File: config.mk
export PLATFORM = sky130hd
export DESIGN_NAME = fetch_unit
export DESIGN_NICKNAME = d
export VERILOG_FILES = /design/src/rtl/fetch_pkg.sv /design/src/rtl/fetch_fd_reg.sv /design/src/rtl/fetch_unit.sv
export SDC_FILE = /design/constraint.sdc
export NUM_CORES = 1
export LEC_CHECK = 0
export CORE_MARGIN = 1.5
export CORE_UTILIZATION = 44
export CTS_CLUSTER_DIAMETER = 50
export CTS_CLUSTER_SIZE = 10
export DETAILED_ROUTE_END_ITERATION = 6
export DONT_BUFFER_PORTS = 1
export HOLD_SLACK_MARGIN = 0.06
export SLEW_MARGIN = 40
export SYNTH_ARGS = -nofsm -noshare
export SYNTH_HDL_FRONTEND = slang
export SYNTH_HIERARCHICAL = 1
export SYNTH_SLANG_ARGS = --single-unit
export TNS_END_PERCENT = 1
File: constraint.sdc
create_clock -name clk -period 4.5 [get_ports clk]
set_input_delay 1.125 -clock clk [delete_from_list [all_inputs] [get_ports clk]]
set_output_delay 1.125 -clock clk [all_outputs]
set_load 0.05 [all_outputs]
File: src/rtl/fetch_pkg.sv
// Shared definitions for the instruction fetch stage: FSM states, the NOP
// encoding used for bubbles and flushes, and the PCsrc redirect codes that the
// decode-stage control unit drives.
package fetch_pkg;

    typedef enum logic [2:0] {
        IDLE = 3'd0,
        REQ  = 3'd1,
        WAIT = 3'd2,
        HOLD = 3'd3,
        DROP = 3'd4
    } fetch_state_t;

    localparam logic [31:0] NOP_INSTR  = 32'h0000_0013;

    localparam logic [1:0]  PCSRC_SEQ  = 2'b00;
    localparam logic [1:0]  PCSRC_BR   = 2'b01;
    localparam logic [1:0]  PCSRC_JALR = 2'b10;

    // JALR targets always have bit 0 cleared before they reach the PC.
    function automatic logic [31:0] jalr_align(input logic [31:0] tgt);
        return {tgt[31:1], 1'b0};
    endfunction

endpackage

File: src/rtl/fetch_fd_reg.sv
// F/D pipeline register. A flush loads a NOP bubble, a load captures a new
// instruction with its PC, a stall holds the current contents, and any other
// cycle loads a bubble. PC fields are left untouched by bubbles.
module fetch_fd_reg
    import fetch_pkg::*;
(
    input  logic        clk,
    input  logic        rst_n,
    input  logic        flush_in,
    input  logic        load_in,
    input  logic        stall_in,
    input  logic [31:0] instr_in,
    input  logic [31:0] pc_in,
    output logic [31:0] instr_out,
    output logic [31:0] pc_out,
    output logic [31:0] pcplus4_out,
    output logic        valid_out
);

    logic [31:0] instr_d, instr_q;
    logic [31:0] pc_d, pc_q;
    logic [31:0] pcplus4_d, pcplus4_q;
    logic        valid_d, valid_q;

    // Next contents: flush beats load, load beats stall-hold, otherwise bubble.
    always_comb begin
        instr_d   = instr_q;
        pc_d      = pc_q;
        pcplus4_d = pcplus4_q;
        valid_d   = valid_q;
        if (flush_in) begin
            instr_d = NOP_INSTR;
            valid_d = 1'b0;
        end else if (load_in) begin
            instr_d   = instr_in;
            pc_d      = pc_in;
            pcplus4_d = pc_in + 32'd4;
            valid_d   = 1'b1;
        end else if (!stall_in) begin
            instr_d = NOP_INSTR;
            valid_d = 1'b0;
        end
    end

    // Register update with asynchronous return to the reset bubble.
    always_ff @(posedge clk or negedge rst_n) begin
        if (!rst_n) begin
            instr_q   <= NOP_INSTR;
            pc_q      <= 32'd0;
            pcplus4_q <= 32'd0;
            valid_q   <= 1'b0;
        end else begin
            instr_q   <= instr_d;
            pc_q      <= pc_d;
            pcplus4_q <= pcplus4_d;
            valid_q   <= valid_d;
        end
    end

    assign instr_out   = instr_q;
    assign pc_out      = pc_q;
    assign pcplus4_out = pcplus4_q;
    assign valid_out   = valid_q;

endmodule

File: src/rtl/fetch_unit.sv
// Instruction fetch stage: owns the PC, keeps at most one instruction-memory
// request in flight, applies decode-stage redirects and feeds the F/D register.
// Optional statistics counters are built only when FETCH_STATS_EN is defined;
// otherwise FetchCount_out and RedirectCount_out are tied to zero.
module fetch_unit
    import fetch_pkg::*;
#(
    parameter logic [31:0] RESET_PC = 32'hBFC0_0000
) (
    input  logic        clk,
    input  logic        rst_n,
    input  logic [1:0]  PCsrc_in,
    input  logic [31:0] PCTarget_in,
    input  logic [31:0] ALUResult_in,
    input  logic        StallD_in,
    output logic [31:0] ImemAddr_out,
    output logic        ImemReq_out,
    input  logic [31:0] ImemRdata_in,
    input  logic        ImemValid_in,
    output logic [31:0] InstrD_out,
    output logic [31:0] PCD_out,
    output logic [31:0] PCPlus4D_out,
    output logic        ValidD_out,
    output logic [31:0] FetchCount_out,
    output logic [31:0] RedirectCount_out
);

    fetch_state_t state_d, state_q;
    logic [31:0]  pc_d, pc_q;
    logic         req_d, req_q;
    logic [31:0]  hold_d, hold_q;
    logic         redirect;
    logic [31:0]  redirect_tgt;
    logic         deliver;
    logic [31:0]  deliver_instr;

    // Decode the redirect code; the reserved encoding behaves as sequential.
    always_comb begin
        redirect     = 1'b0;
        redirect_tgt = PCTarget_in;
        case (PCsrc_in)
            PCSRC_BR: begin
                redirect     = 1'b1;
                redirect_tgt = PCTarget_in;
            end
            PCSRC_JALR: begin
                redirect     = 1'b1;
                redirect_tgt = jalr_align(ALUResult_in);
            end
            default: begin
                redirect     = 1'b0;
                redirect_tgt = PCTarget_in;
            end
        endcase
    end

    // Next state, next PC and delivery decision; a redirect overrides everything.
    always_comb begin
        state_d       = state_q;
        pc_d          = pc_q;
        hold_d        = hold_q;
        deliver       = 1'b0;
        deliver_instr = ImemRdata_in;
        if (redirect) begin
            pc_d = redirect_tgt;
            case (state_q)
                IDLE:    state_d = REQ;
                REQ:     state_d = DROP;
                WAIT:    state_d = ImemValid_in ? REQ : DROP;
                HOLD:    state_d = REQ;
                DROP:    state_d = ImemValid_in ? REQ : DROP;
                default: state_d = IDLE;
            endcase
        end else begin
            case (state_q)
                IDLE: state_d = REQ;
                REQ:  state_d = WAIT;
                WAIT: begin
                    if (ImemValid_in) begin
                        if (!StallD_in) begin
                            deliver       = 1'b1;
                            deliver_instr = ImemRdata_in;
                            pc_d          = pc_q + 32'd4;
                            state_d       = REQ;
                        end else begin
                            hold_d  = ImemRdata_in;
                            state_d = HOLD;
                        end
                    end
                end
                HOLD: begin
                    if (!StallD_in) begin
                        deliver       = 1'b1;
                        deliver_instr = hold_q;
                        pc_d          = pc_q + 32'd4;
                        state_d       = REQ;
                    end
                end
                DROP: begin
                    if (ImemValid_in) begin
                        state_d = REQ;
                    end
                end
                default: state_d = IDLE;
            endcase
        end
        // The request pulse is registered: it is high for exactly the REQ cycle.
        req_d = (state_d == REQ);
    end

    // FSM, PC and registered request pulse.
    always_ff @(posedge clk or negedge rst_n) begin
        if (!rst_n) begin
            state_q <= IDLE;
            pc_q    <= RESET_PC;
            req_q   <= 1'b0;
        end else begin
            state_q <= state_d;
            pc_q    <= pc_d;
            req_q   <= req_d;
        end
    end

    // Hold register for a word that arrived while decode was stalled.
    always_ff @(posedge clk) begin
        hold_q <= hold_d;
    end

    assign ImemAddr_out = pc_q;
    assign ImemReq_out  = req_q;

    fetch_fd_reg u_fd_reg (
        .clk         (clk),
        .rst_n       (rst_n),
        .flush_in    (redirect),
        .load_in     (deliver),
        .stall_in    (StallD_in),
        .instr_in    (deliver_instr),
        .pc_in       (pc_q),
        .instr_out   (InstrD_out),
        .pc_out      (PCD_out),
        .pcplus4_out (PCPlus4D_out),
        .valid_out   (ValidD_out)
    );

`ifdef FETCH_STATS_EN
    logic [31:0] fetch_cnt_d, fetch_cnt_q;
    logic [31:0] redir_cnt_d, redir_cnt_q;

    // Delivered-instruction and redirect counters, both wrapping at 2^32.
    always_comb begin
        fetch_cnt_d = fetch_cnt_q;
        redir_cnt_d = redir_cnt_q;
        if (deliver) begin
            fetch_cnt_d = fetch_cnt_q + 32'd1;
        end
        if (redirect) begin
            redir_cnt_d = redir_cnt_q + 32'd1;
        end
    end

    // Counter registers.
    always_ff @(posedge clk or negedge rst_n) begin
        if (!rst_n) begin
            fetch_cnt_q <= 32'd0;
            redir_cnt_q <= 32'd0;
        end else begin
            fetch_cnt_q <= fetch_cnt_d;
            redir_cnt_q <= redir_cnt_d;
        end
    end

    assign FetchCount_out    = fetch_cnt_q;
    assign RedirectCount_out = redir_cnt_q;
`else
    assign FetchCount_out    = 32'd0;
    assign RedirectCount_out = 32'd0;
`endif

    // A response is only legal while a request is in flight (WAIT or DROP).
    a_no_stray_valid : assert property (@(posedge clk) disable iff (!rst_n)
        !(ImemValid_in && (state_q == IDLE || state_q == REQ || state_q == HOLD)));

endmodule
# Word-level counts from Yosys, hierarchy flattened
# Index checks and enable logic that the tools add are counted.
# totals
out_inout_bits,194
in_bits,102
regBits,165
word_cells,53
# op_classes
n_eq_ne,9
reduce_logical,8
n_mux,26
addsub,1
n_bitwise,1
# ops
cell,n
32-bit two-way mux,9
32-bit case mux with 2 select lines,1
32-bit by 3-bit adder with 32-bit output (second input constant),1
3-bit two-way mux,5
3-bit case mux with 5 select lines,1
3-bit case mux with 3 select lines,1
1-bit two-way mux,7
3-bit by 1-bit equality test with 1-bit output (second input constant),2
3-bit by 2-bit equality test with 1-bit output (second input constant),2
2-bit OR reduction,3
2-bit AND reduction,2
3-bit equality test (second input constant),1
3-bit zero test,1
3-bit by 1-bit inequality test with 1-bit output (second input constant),1
3-bit inequality test (second input constant),1
3-bit AND reduction,1
3-bit nonzero test,1
2-bit by 1-bit equality test with 1-bit output (second input constant),1
2-bit equality test (second input constant),1
2-bit two-way mux,1
1-bit case mux with 2 select lines,1
1-bit inverter,1

# Depth between registers and ports, before layout
# Gate-level depths: netlist of run 1.
# logic_depth
word_depth,6
depth_mapped,10
mapped_depth_nobuf,8

# Cells and area by module
# Netlist of run 1, hierarchy kept.
# modules_own_cells
module,n_inst,area_each_um2,cells_each,seq_area_each_um2
fetch_unit,1,4814.6,470,1873.0
fetch_fd_reg,1,4100.2,414,2381.0

# Least setup slack after synthesis of run 1
# Ideal clock, no wire load.
# synth_path
path_type,input to register
from,input port PCsrc_in[0]
to,"register hold_q[0], enable pin"
required_time_ps,3998
path_stages,6
path_slack_ps,-1202
arrival_ps,5200
setup_time_ps,502
path_buffers,2
cell_sequence,inv_1 -> ha_1 -> clkbuf_1 -> inv_1 -> clkbuf_1 -> nor4_1
# synth_via
elab_chain_cells,5
word_cells_on_any_way,6
cone_classes,eq/ne: 2; mux: 1; bitwise: 1; reduce/logical: 2
# synth_lines
element,line,rtl
start: declaration,fetch_unit.sv:12,"input logic [1:0] PCsrc_in,"
2-bit equality test or 2-bit by 1-bit equality test with 1-bit output (tied branches),fetch_unit.sv:41,case (PCsrc_in)
2-bit OR reduction (no line) (*),--,
1-bit two-way mux (*),fetch_unit.sv:41,
named net redirect,fetch_unit.sv:32,logic redirect;
1-bit inverter (no line) (*),--,
3-bit AND reduction (no line) (*),--,
end signal: assignment,fetch_unit.sv:126,hold_q <= hold_d;
end: declaration,fetch_unit.sv:31,"logic [31:0] hold_d, hold_q;"
# Mark *: on every way through the listed nets, which the timed path passes. The rest lies on a longest branch.
# A chain may end at the register's enable or synchronous reset.

# Worst setup path after layout of run 1
# layout_path
from,register state_q[1]
to,"register u_fd_reg.pcplus4_q[29], in the netlist u_fd_reg/pcplus4_out[29]"
# layout_via
elab_chain_cells,4
word_cells_on_any_way,5
cone_classes,eq/ne: 2; mux: 2; reduce/logical: 1
# layout_lines
element,line,rtl
start: declaration,fetch_unit.sv:28,"fetch_state_t state_d, state_q;"
start signal: assignment,fetch_unit.sv:118,state_q <= state_d;
3-bit by 2-bit equality test with 1-bit output,fetch_unit.sv:75,case (state_q)
1-bit case mux with 2 select lines (*),fetch_unit.sv:75,
1-bit two-way mux (*),fetch_unit.sv:64,if (redirect) begin
named net deliver,fetch_unit.sv:34,logic deliver;
2-bit AND reduction (no line) (*),--,
end signal: assignment,fetch_fd_reg.sv:55,pcplus4_q <= pcplus4_d;
end: declaration,fetch_fd_reg.sv:22,"logic [31:0] pcplus4_d, pcplus4_q;"
# Marked as above.

==> flow_metrics.py, run 1 <==
metrics = {
    "final_layout": {
        "final_nets": 967,
        "drive_gt1_share_pct": 17.83,
        "syn_to_final_growth_pct": 6.891,
        "final_common_cell": "nand2_1",
        "final_cell_mix": "nand2_1, dfrtp_1, mux2_2",
        "insertedDiodeCount": 0,
        "final_core_util_pct": 48.48,
    },
    "placed_design": {
        "gp_congestion": 0.8098,
        "dp_slack_ps": 1191,
        "portBuffers": 0,
        "hpwl_mm": 16.19,
    },
    "clock_network": {
        "cts.htree.levels": 4,
        "clkTransAtPathRegs_ps": 70,
        "insertion_delay_ps": 420,
        "cts_resized": 0,
        "cts_hold_buffers": 0,
        "cts_sinks": 163,
        "root_buffer": "clkbuf_16",
        "cts_setup_buffers": 0,
        "cts.path.max_buffers": 2,
        "cts_tree": "yes",
        "numCtsBuffers": 17,
    },
    "die": {
        "rows": 51,
        "core_um2": 19650,
        "fp.dieW_um": 145.3,
        "die_area_um2": 21120,
        "ios": 296,
        "start_util_pct": 45.36,
        "die_y_um": 145.3,
    },
    "pwr": {
        "ir_drop_uv": 313.3,
        "p_leak_uw": 0.003856,
        "p_per_area_nw_per_um2": 618.8,
    },
    "flow_run": {
        "drv_cap": 0,
    },
    "yosys": {
        "ys_seq_elements": 163,
        "netlist_area_um2": 8915,
        "synth_edf_count": 32,
        "yosysSeqAreaShare_pct": 47.72,
        "yosysWarnings": 6,
        "syn_area_per_cell_um2": 10.08,
        "synthCells": 884,
        "yosys.cell_types.count": 61,
        "async_flop_share_pct": 80.37,
        "synth-main-ff-cell": "dfrtp_1",
    },
    "sta": {
        "fmax_mhz": 339.5,
        "relSlewSlack_pct": 42.24,
        "final.period_utilization_pct": 65.45,
        "tns_ps": 0,
        "setup_viol": 0,
        "final.min_clock_period_ps": 2945,
        "hold_viol": 0,
        "finalClockSkew_ps": 12.55,
        "final_max_slew_viol_count": 0,
        "final.setup.worst_slack_ps": 1555,
        "rsz0062_at_grt": "false",
        "worstMarginPinSlew_ps": 859.7,
    },
    "routing": {
        "wl_per_cell_um": 20.85,
        "first_pass_iters": 5,
        "first_iter_violations": 531,
        "via_per_inst": 5.712,
        "route.detailed.drc": 0,
        "final_antenna_net_count": 0,
        "totalWireLength_mm": 23.77,
        "via_count": 6512,
    },
    "global_routing": {
        "globalRouteOverflowTotal": 0,
        "grt_max_degree": 132,
        "grt_pass1_wl_mm": 36.74,
        "use_met3_pct": 6.144,
        "use_met1_pct": 30.71,
        "grt_pass1_vias": 6022,
        "grt_busiest_layer": "met2",
        "antenna_found_initial": 0,
        "grtUsageTotal_pct": 22.22,
        "use_met2_pct": 34.67,
    },
    "setup_path": {
        "worst-setup-path-type": "flop to flop",
        "r2r_slack_ps": 1550,
        "end_kind": "flop",
        "crit_fanout": 26,
        "cp.arrival_ps": 3280,
        "start_kind": "flop",
        "cp.required_ps": 4840,
    },
    "run_status": {
        "status": "finished clean",
    },
    "hold_path": {
        "hp-class": "input port to async pin",
    },
}
==> layout make-up <==
class / instances / area, um2
multi-input combinational: 656 / 4172
clock buffer: 19 / 442.9
timing repair buffer: 14 / 117.6
inverter: 10 / 37.54
tap: 265 / 331.6
sequential: 163 / 4269
clock inverter: 13 / 158.9
fill: 1891 / 10120
==> state kept, by name, indices dropped and copies added, names as in the netlist <==
register,count
ImemAddr_out,32
ImemReq_out,1
hold_q,32
state_q,3
u_fd_reg/instr_out,32
u_fd_reg/pc_out,32
u_fd_reg/pcplus4_out,30
u_fd_reg/valid_out,1
==> cells in the mapped netlist (13+ instances only) <==
cell      instances  area, um2
a21oi_1          13      65.06
a211oi_1         31      232.7
nand2_1         154      578.1
a22o_1           30      262.8
a31oi_1          25      156.4
nor2_1           23      86.33
nor4_1           15      93.84
nor2b_1          27      168.9
nand4_1          23      143.9
or4_1            16      120.1
o21ai_0          27      135.1
buf_4            66      495.5
clkbuf_1         38      142.6
xnor2_1          16      140.1
mux2_2           65      732.0
dfrtp_1         119       2978
edfxtp_1         32      960.9
nand3_1          20      100.1
==> path summary, 6_finish.rpt <==
| path | to | cells after the start | from |
|---|---|---|---|
| worst max-delay path | u_fd_reg/pcplus4_out[29] | 7 | state_q[1] |
| worst min-delay path | ImemAddr_out[5] | 0 | rst_n |
| worst max register to register | u_fd_reg/pcplus4_out[29] | 7 | state_q[1] |
| worst min register to register | state_q[1] | 1 | state_q[2] |
| max in group asynchronous | u_fd_reg/instr_out[0] | 0 | rst_n |
| min in group clk | state_q[1] | 1 | state_q[2] |
==> kinds of logic (layout without fill, tap and decap cells) <==
kind of cell    after synthesis  count (layout)  synth area share (%)
flops                       163             163                 47.72
xor+xnor                     22              22                 2.161
fa+ha+maj                     3               3                0.4211
compound gates              158             158                 12.53
mux                          71              71                 8.884
buf+inv                     128              56                 8.842
simple gates                338             338                 19.40
other cells                   1              64               0.04206
==> stage by stage <==
stage,cell area [um2],instances,power (uW),hold slack (ps)
after floorplan,9158,947,4122,495.7
after global placement,8882,1108,4397,548.7
after detailed placement,8924,1108,4436,535.6
after CTS,9525,1140,5940,380.6
after global routing,9529,1140,6163,372.9
final,9529,1140,5897,399.7
==> per-layer routing <==
layer | vias up | wire length [um]
met2 | 287 | 11200
met4 | 0 | 247
met3 | 20 | 1990
met1 | 3158 | 10330
met5 | - | 0
li1 | 3047 | -
==> power by group <==
part | switching [uW] | internal, uW | leakage (uW) | total, uW
Combinational | 650 | 358 | 0.00163 | 1010
Clock | 645 | 855 | 0.000299 | 1500
Sequential | 1540 | 1850 | 0.00193 | 3390
==> worst max-delay path, cell delays in order, from the launching register on <==
cell and delay, ps:
dfrtp_1 420, nor2b_1 630, nand3_1 390, inv_1 220
nor2b_4 650, buf_4 330, nor2_1 60, a31oi_1 150
(Power assumes the default switching activity.)
==> inputs of run 2 (changes only) <==
==> constraint.sdc (replaced) <==
create_clock -name clk -period 2.6 [get_ports clk]
set_input_delay 0.65 -clock clk [delete_from_list [all_inputs] [get_ports clk]]
set_output_delay 0.65 -clock clk [all_outputs]
set_load 0.05 [all_outputs]
==> run 2 against run 1 <==
  * The run now ends with negative hold slack left
  * First-iteration DRC count down 28%
  * Die area unchanged
  * Sequential share of layout area is 1.7 points lower
  * Critical path depth decreased by 3
  * Non-clock buffer count is 45 higher
  * Combinational power grew 130%
  * Sequential power rose by 61%
  * Clock power grew 63%
  * Maximum frequency rose by 26%
  * Core utilization up 1.7 points
  * Total power is 74% higher
  * Highest routed layer unchanged
==> flow_metrics.py, run 2 (synthesized netlist as in run 1, its figures left out) <==
metrics = {
    "run_status": {
        "status": "finished, violations left",
        "violations": "negative hold slack",
    },
    "routing": {
        "route.detailed.drc": 0,
        "via_count": 6662,
        "wl_per_cell_um": 20.14,
        "totalWireLength_mm": 23.86,
        "via_per_inst": 5.622,
        "first_pass_iters": 5,
        "final_antenna_net_count": 0,
        "first_iter_violations": 384,
    },
    "placed_design": {
        "portBuffers": 0,
        "hpwl_mm": 17.01,
        "dp.cells": 1153,
        "gp_congestion": 0.8649,
    },
    "global_routing": {
        "grt_max_degree": 132,
        "grtUsageTotal_pct": 22.68,
        "grt_pass1_vias": 6352,
        "grt_pass1_wl_mm": 37.40,
        "antenna_found_initial": 0,
        "globalRouteOverflowTotal": 0,
    },
    "die": {
        "rows": 51,
        "core_um2": 19650,
        "start_util_pct": 45.36,
        "ios": 296,
        "fp.dieW_um": 145.3,
        "die_y_um": 145.3,
        "die_area_um2": 21120,
    },
    "clock_network": {
        "cts_sinks": 163,
        "numCtsBuffers": 17,
        "clkTransAtPathRegs_ps": 70,
        "cts.htree.levels": 4,
        "root_buffer": "clkbuf_16",
        "cts.path.max_buffers": 2,
        "insertion_delay_ps": 430,
        "cts_tree": "yes",
    },
    "final_layout": {
        "final_core_util_pct": 50.22,
        "fin_cells": 1185,
        "final_nets": 1012,
        "insertedDiodeCount": 0,
        "syn_to_final_growth_pct": 10.72,
        "final_common_cell": "nand2_1",
        "final_cell_mix": "nand2_1, dfrtp_1, mux2_2",
        "drive_gt1_share_pct": 20.43,
    },
    "sta": {
        "final_max_slew_viol_count": 0,
        "worstMarginPinSlew_ps": 617.5,
        "final.period_utilization_pct": 90.10,
        "final.min_clock_period_ps": 2343,
        "rsz0062_at_grt": "false",
        "fmax_mhz": 426.9,
        "whs_ps": -86.93,
        "finalClockSkew_ps": 10.48,
        "setup_viol": 0,
        "hold_viol": 119,
        "relSlewSlack_pct": 58.68,
    },
    "setup_path": {
        "crit_fanout": 11,
        "cp.required_ps": 2930,
        "worst-setup-path-type": "flop to flop",
        "start_kind": "flop",
        "end_kind": "flop",
        "cp.arrival_ps": 2680,
    },
    "hold_path": {
        "hp-class": "input port to async pin",
    },
    "flow_run": {
        "drv_cap": 0,
    },
    "pwr": {
        "p_leak_uw": 0.004072,
        "finalPower_uw": 10240,
        "p_per_area_nw_per_um2": 1037,
        "ir_drop_uv": 490.1,
    },
}
==> run 2: cell types whose count changed in the layout (fill, tap and decap cells not counted), moves of 3 or more <==
cell	change
buf_12	+5
buf_4	+40
clkinvlp_4	+3
dfrtp_1	+12
inv_6	-5
dfrtp_2	-12
clkinv_4	+3
==> run 2: area by class of cell <==
class	count	area (um2)
Clock inverter	14	128.9
Fill cell	1884	9783
Sequential cell	163	4254
Tap cell	265	331.6
Timing Repair Buffer	59	518.0
Clock buffer	18	439.2
Inverter	10	47.55
Multi-Input combinational cell	656	4151
==> run 2: per-layer routing <==
| metal | global-route usage [%] | vias up | part of all wire, % |
|---|---|---|---|
| li1 | - | 3141 | - |
| met5 | 0 | - | 0 |
| met1 | 29.73 | 3203 | 43 |
| met4 | 6.939 | 0 | 1.6 |
| met2 | 36.21 | 290 | 47 |
| met3 | 6.740 | 28 | 8.8 |
==> run 2: final timing paths <==
kind / from / end / slack, ps / cells after the start
worst max register to register: ImemAddr_out[9] / ImemAddr_out[22] / 260 / 4
worst max-delay path: ImemAddr_out[9] / ImemAddr_out[22] / 260 / 4
max in group asynchronous: rst_n / ImemAddr_out[26] / 2390 / 0
min in group clk: PCTarget_in[0] / ImemAddr_out[0] / 350 / 1
worst min-delay path: rst_n / u_fd_reg/pc_out[1] / -90 / 0
worst min register to register: state_q[2] / state_q[1] / 570 / 1
==> run 2: worst max-delay path, cell delays in order, from the launching register on <==
cell     delay [ps]
dfrtp_1         660
nand4_1         270
or3_1           560
or4b_1          530
a31oi_1         220
==> run 2: what timing repair did <==
action,in CTS,in global routing
resized for setup,0,0
setup buffers,0,0
hold endpoints to repair,119,119
endpoints found under the setup margin,0,0
==> run 2: per-stage QoR <==
step                TNS [ps]  setup slack [ps]  area, um2
global route               0             161.8       9871
global placement           0             328.7       9303
floorplan              -5408            -169.0       9209
CTS                        0             287.8       9871
detailed placement         0             305.5       9303
finish                     0             257.4       9871
==> run 2: power breakdown <==
part	internal [uW]	total, uW	switching [uW]
Combinational	775	2330	1550
Clock	1350	2440	1090
Sequential	3190	5460	2270
==> inputs of run 3 (changes only) <==
--- a/config.mk
+++ b/config.mk
@@ -6,12 +6,13 @@
 export NUM_CORES = 1
 export LEC_CHECK = 0
 export CORE_MARGIN = 1.5
-export CORE_UTILIZATION = 44
+export CORE_UTILIZATION = 50
 export CTS_CLUSTER_DIAMETER = 50
 export CTS_CLUSTER_SIZE = 10
 export DETAILED_ROUTE_END_ITERATION = 6
 export DONT_BUFFER_PORTS = 1
 export HOLD_SLACK_MARGIN = 0.06
+export PLACE_DENSITY = 0.68
 export SLEW_MARGIN = 40
 export SYNTH_ARGS = -nofsm -noshare
 export SYNTH_HDL_FRONTEND = slang
==> run 3 against run 2 <==
  * The run still ends with negative hold slack left
  * Clock power up 4%
  * Sequential power about the same
  * Core utilization up 6.1 points
  * Maximum frequency up 0.52%
  * Setup slack better by 12 ps
  * Sequential share of layout area up 0.39 points
  * Non-clock buffer count down 7
  * Final cell count down 4.0%
  * Total power up 0.63%
  * Largest power group unchanged
==> flow_metrics.py, run 3 (synthesized netlist as in run 1, its figures left out) <==
metrics = {
    "run_status": {
        "status": "finished, violations left",
        "violations": "negative hold slack",
    },
    "die": {
        "die_area_um2": 18640,
        "rows": 48,
        "fp.dieW_um": 136.5,
        "start_util_pct": 51.36,
        "core_um2": 17360,
        "ios": 296,
        "die_y_um": 136.5,
    },
    "final_layout": {
        "register_area_um2": 4254,
        "final_common_cell": "nand2_1",
        "design_area_um2": 9782,
        "insertedDiodeCount": 0,
        "final_cell_mix": "nand2_1, dfrtp_1, mux2_2",
        "fill_cells": 1535,
        "syn_to_final_growth_pct": 9.726,
        "final_nets": 1005,
        "drive_gt1_share_pct": 19.93,
        "multi_input_area_um2": 4151,
    },
    "global_routing": {
        "antenna_found_initial": 0,
        "grt_pass1_wl_mm": 35.08,
        "grtUsageTotal_pct": 24.77,
        "grt_max_degree": 132,
        "grt_pass1_vias": 6340,
        "globalRouteOverflowTotal": 0,
    },
    "clock_network": {
        "cts_sinks": 163,
        "cts_tree": "yes",
        "numCtsBuffers": 17,
        "cts.path.max_buffers": 2,
        "cts_setup_buffers": 0,
        "cts.htree.levels": 4,
        "clkTransAtPathRegs_ps": 70,
        "insertion_delay_ps": 420,
        "root_buffer": "clkbuf_16",
    },
    "routing": {
        "route.detailed.drc": 0,
        "via_per_inst": 5.928,
        "totalWireLength_mm": 23.43,
        "first_iter_violations": 413,
        "wl_per_cell_um": 20.59,
        "first_pass_iters": 5,
        "via_count": 6746,
        "final_antenna_net_count": 0,
    },
    "sta": {
        "relSlewSlack_pct": 55.83,
        "final.min_clock_period_ps": 2331,
        "final.period_utilization_pct": 89.63,
        "fmax_mhz": 429.1,
        "worstMarginPinSlew_ps": 662.6,
        "setup_viol": 0,
        "final_max_slew_viol_count": 0,
        "hold_viol": 119,
        "finalClockSkew_ps": 10.38,
        "whs_ps": -84.88,
        "rsz0062_at_grt": "false",
    },
    "placed_design": {
        "dpl-instance-area_um2": 9188,
        "gp_congestion": 0.8929,
        "hpwl_mm": 16.47,
        "portBuffers": 0,
    },
    "setup_path": {
        "critPathTopFamily": "simple AND/OR/NAND/NOR gates",
        "crit_path_cell_trace": "nand4_1, or4b_1, or3_1, a31oi_1",
        "crit_fanout": 10,
        "cp.required_ps": 2940,
        "slowest_delay_ps": 810,
        "cp.arrival_ps": 2670,
        "end_kind": "flop",
        "slowest_stage": "dfstp_2",
        "worst-setup-path-type": "flop to flop",
        "start_kind": "flop",
        "worstPathBufferInverterCount": 0,
    },
    "pwr": {
        "p_leak_uw": 0.004055,
        "finalPower_uw": 10300,
        "ir_drop_uv": 645.2,
        "p_per_area_nw_per_um2": 1053,
    },
    "hold_path": {
        "hp-class": "input port to async pin",
    },
    "flow_run": {
        "drv_cap": 0,
    },
}
==> run 3: power breakdown <==
part / switching, uW / total (uW) / internal (uW)
Combinational: 1520 / 2280 / 757
Clock: 1080 / 2540 / 1460
Sequential: 2280 / 5480 / 3190
Total: 4890 / 10300 / 5410
==> run 3: repair_timing <==
item                                    CTS  global route
gates resized for setup                   0             0
hold endpoints to repair                121           119
endpoints found under the setup margin    0             0
==> run 3: metal layers <==
metal  vias up  track usage, %  share of wire [%]  routed length, um
met5         -               0                  0                  0
met4         0           7.624                1.4                323
met3        26           7.333                9.6               2243
met2       312           40.51                 48              11310
met1      3282           31.63                 41               9560
li1       3126               -                  -                  -
==> run 3: area by class of cell <==
cell class,count,area share [%]
Sequential cell,163,43.49
Inverter,10,0.4861
Clock inverter,13,1.548
Timing Repair Buffer,52,4.630
Tap cell,225,2.878
Clock buffer,19,4.528
Multi-Input combinational cell,656,42.44
==> run 3: worst reg2reg max path, delay by kind of cell, from the launching register on <==
kind	cells	cell delay [ps]
and+or+nand+nor	3	1280
DFF	1	810
AOI/OAI and AO/OA	1	160
==> run 3: worst paths after layout <==
check,start,endpoint,slack (ps),depth (start not counted)
setup / recovery,ImemAddr_out[23],u_fd_reg/pcplus4_out[30],270,4
hold / removal,rst_n,u_fd_reg/instr_out[10],-80,0
setup reg to reg,ImemAddr_out[23],u_fd_reg/pcplus4_out[30],270,4
hold reg to reg,state_q[1],state_q[2],550,1
max in group asynchronous,rst_n,ImemAddr_out[26],2370,0
min in group clk,PCTarget_in[0],ImemAddr_out[0],350,1
==> run 3: stage by stage <==
step	worst slack [ps]	instances	utilization, %	setup TNS (ps)
final	269.5	1138	56.36	0
after global routing	153.6	1138	56.36	0
after CTS	292.4	1138	56.36	0
after detailed placement	294.2	1106	52.93	0
after global placement	303.6	1106	52.93	0
after floorplan	-169.0	947	-	-5408
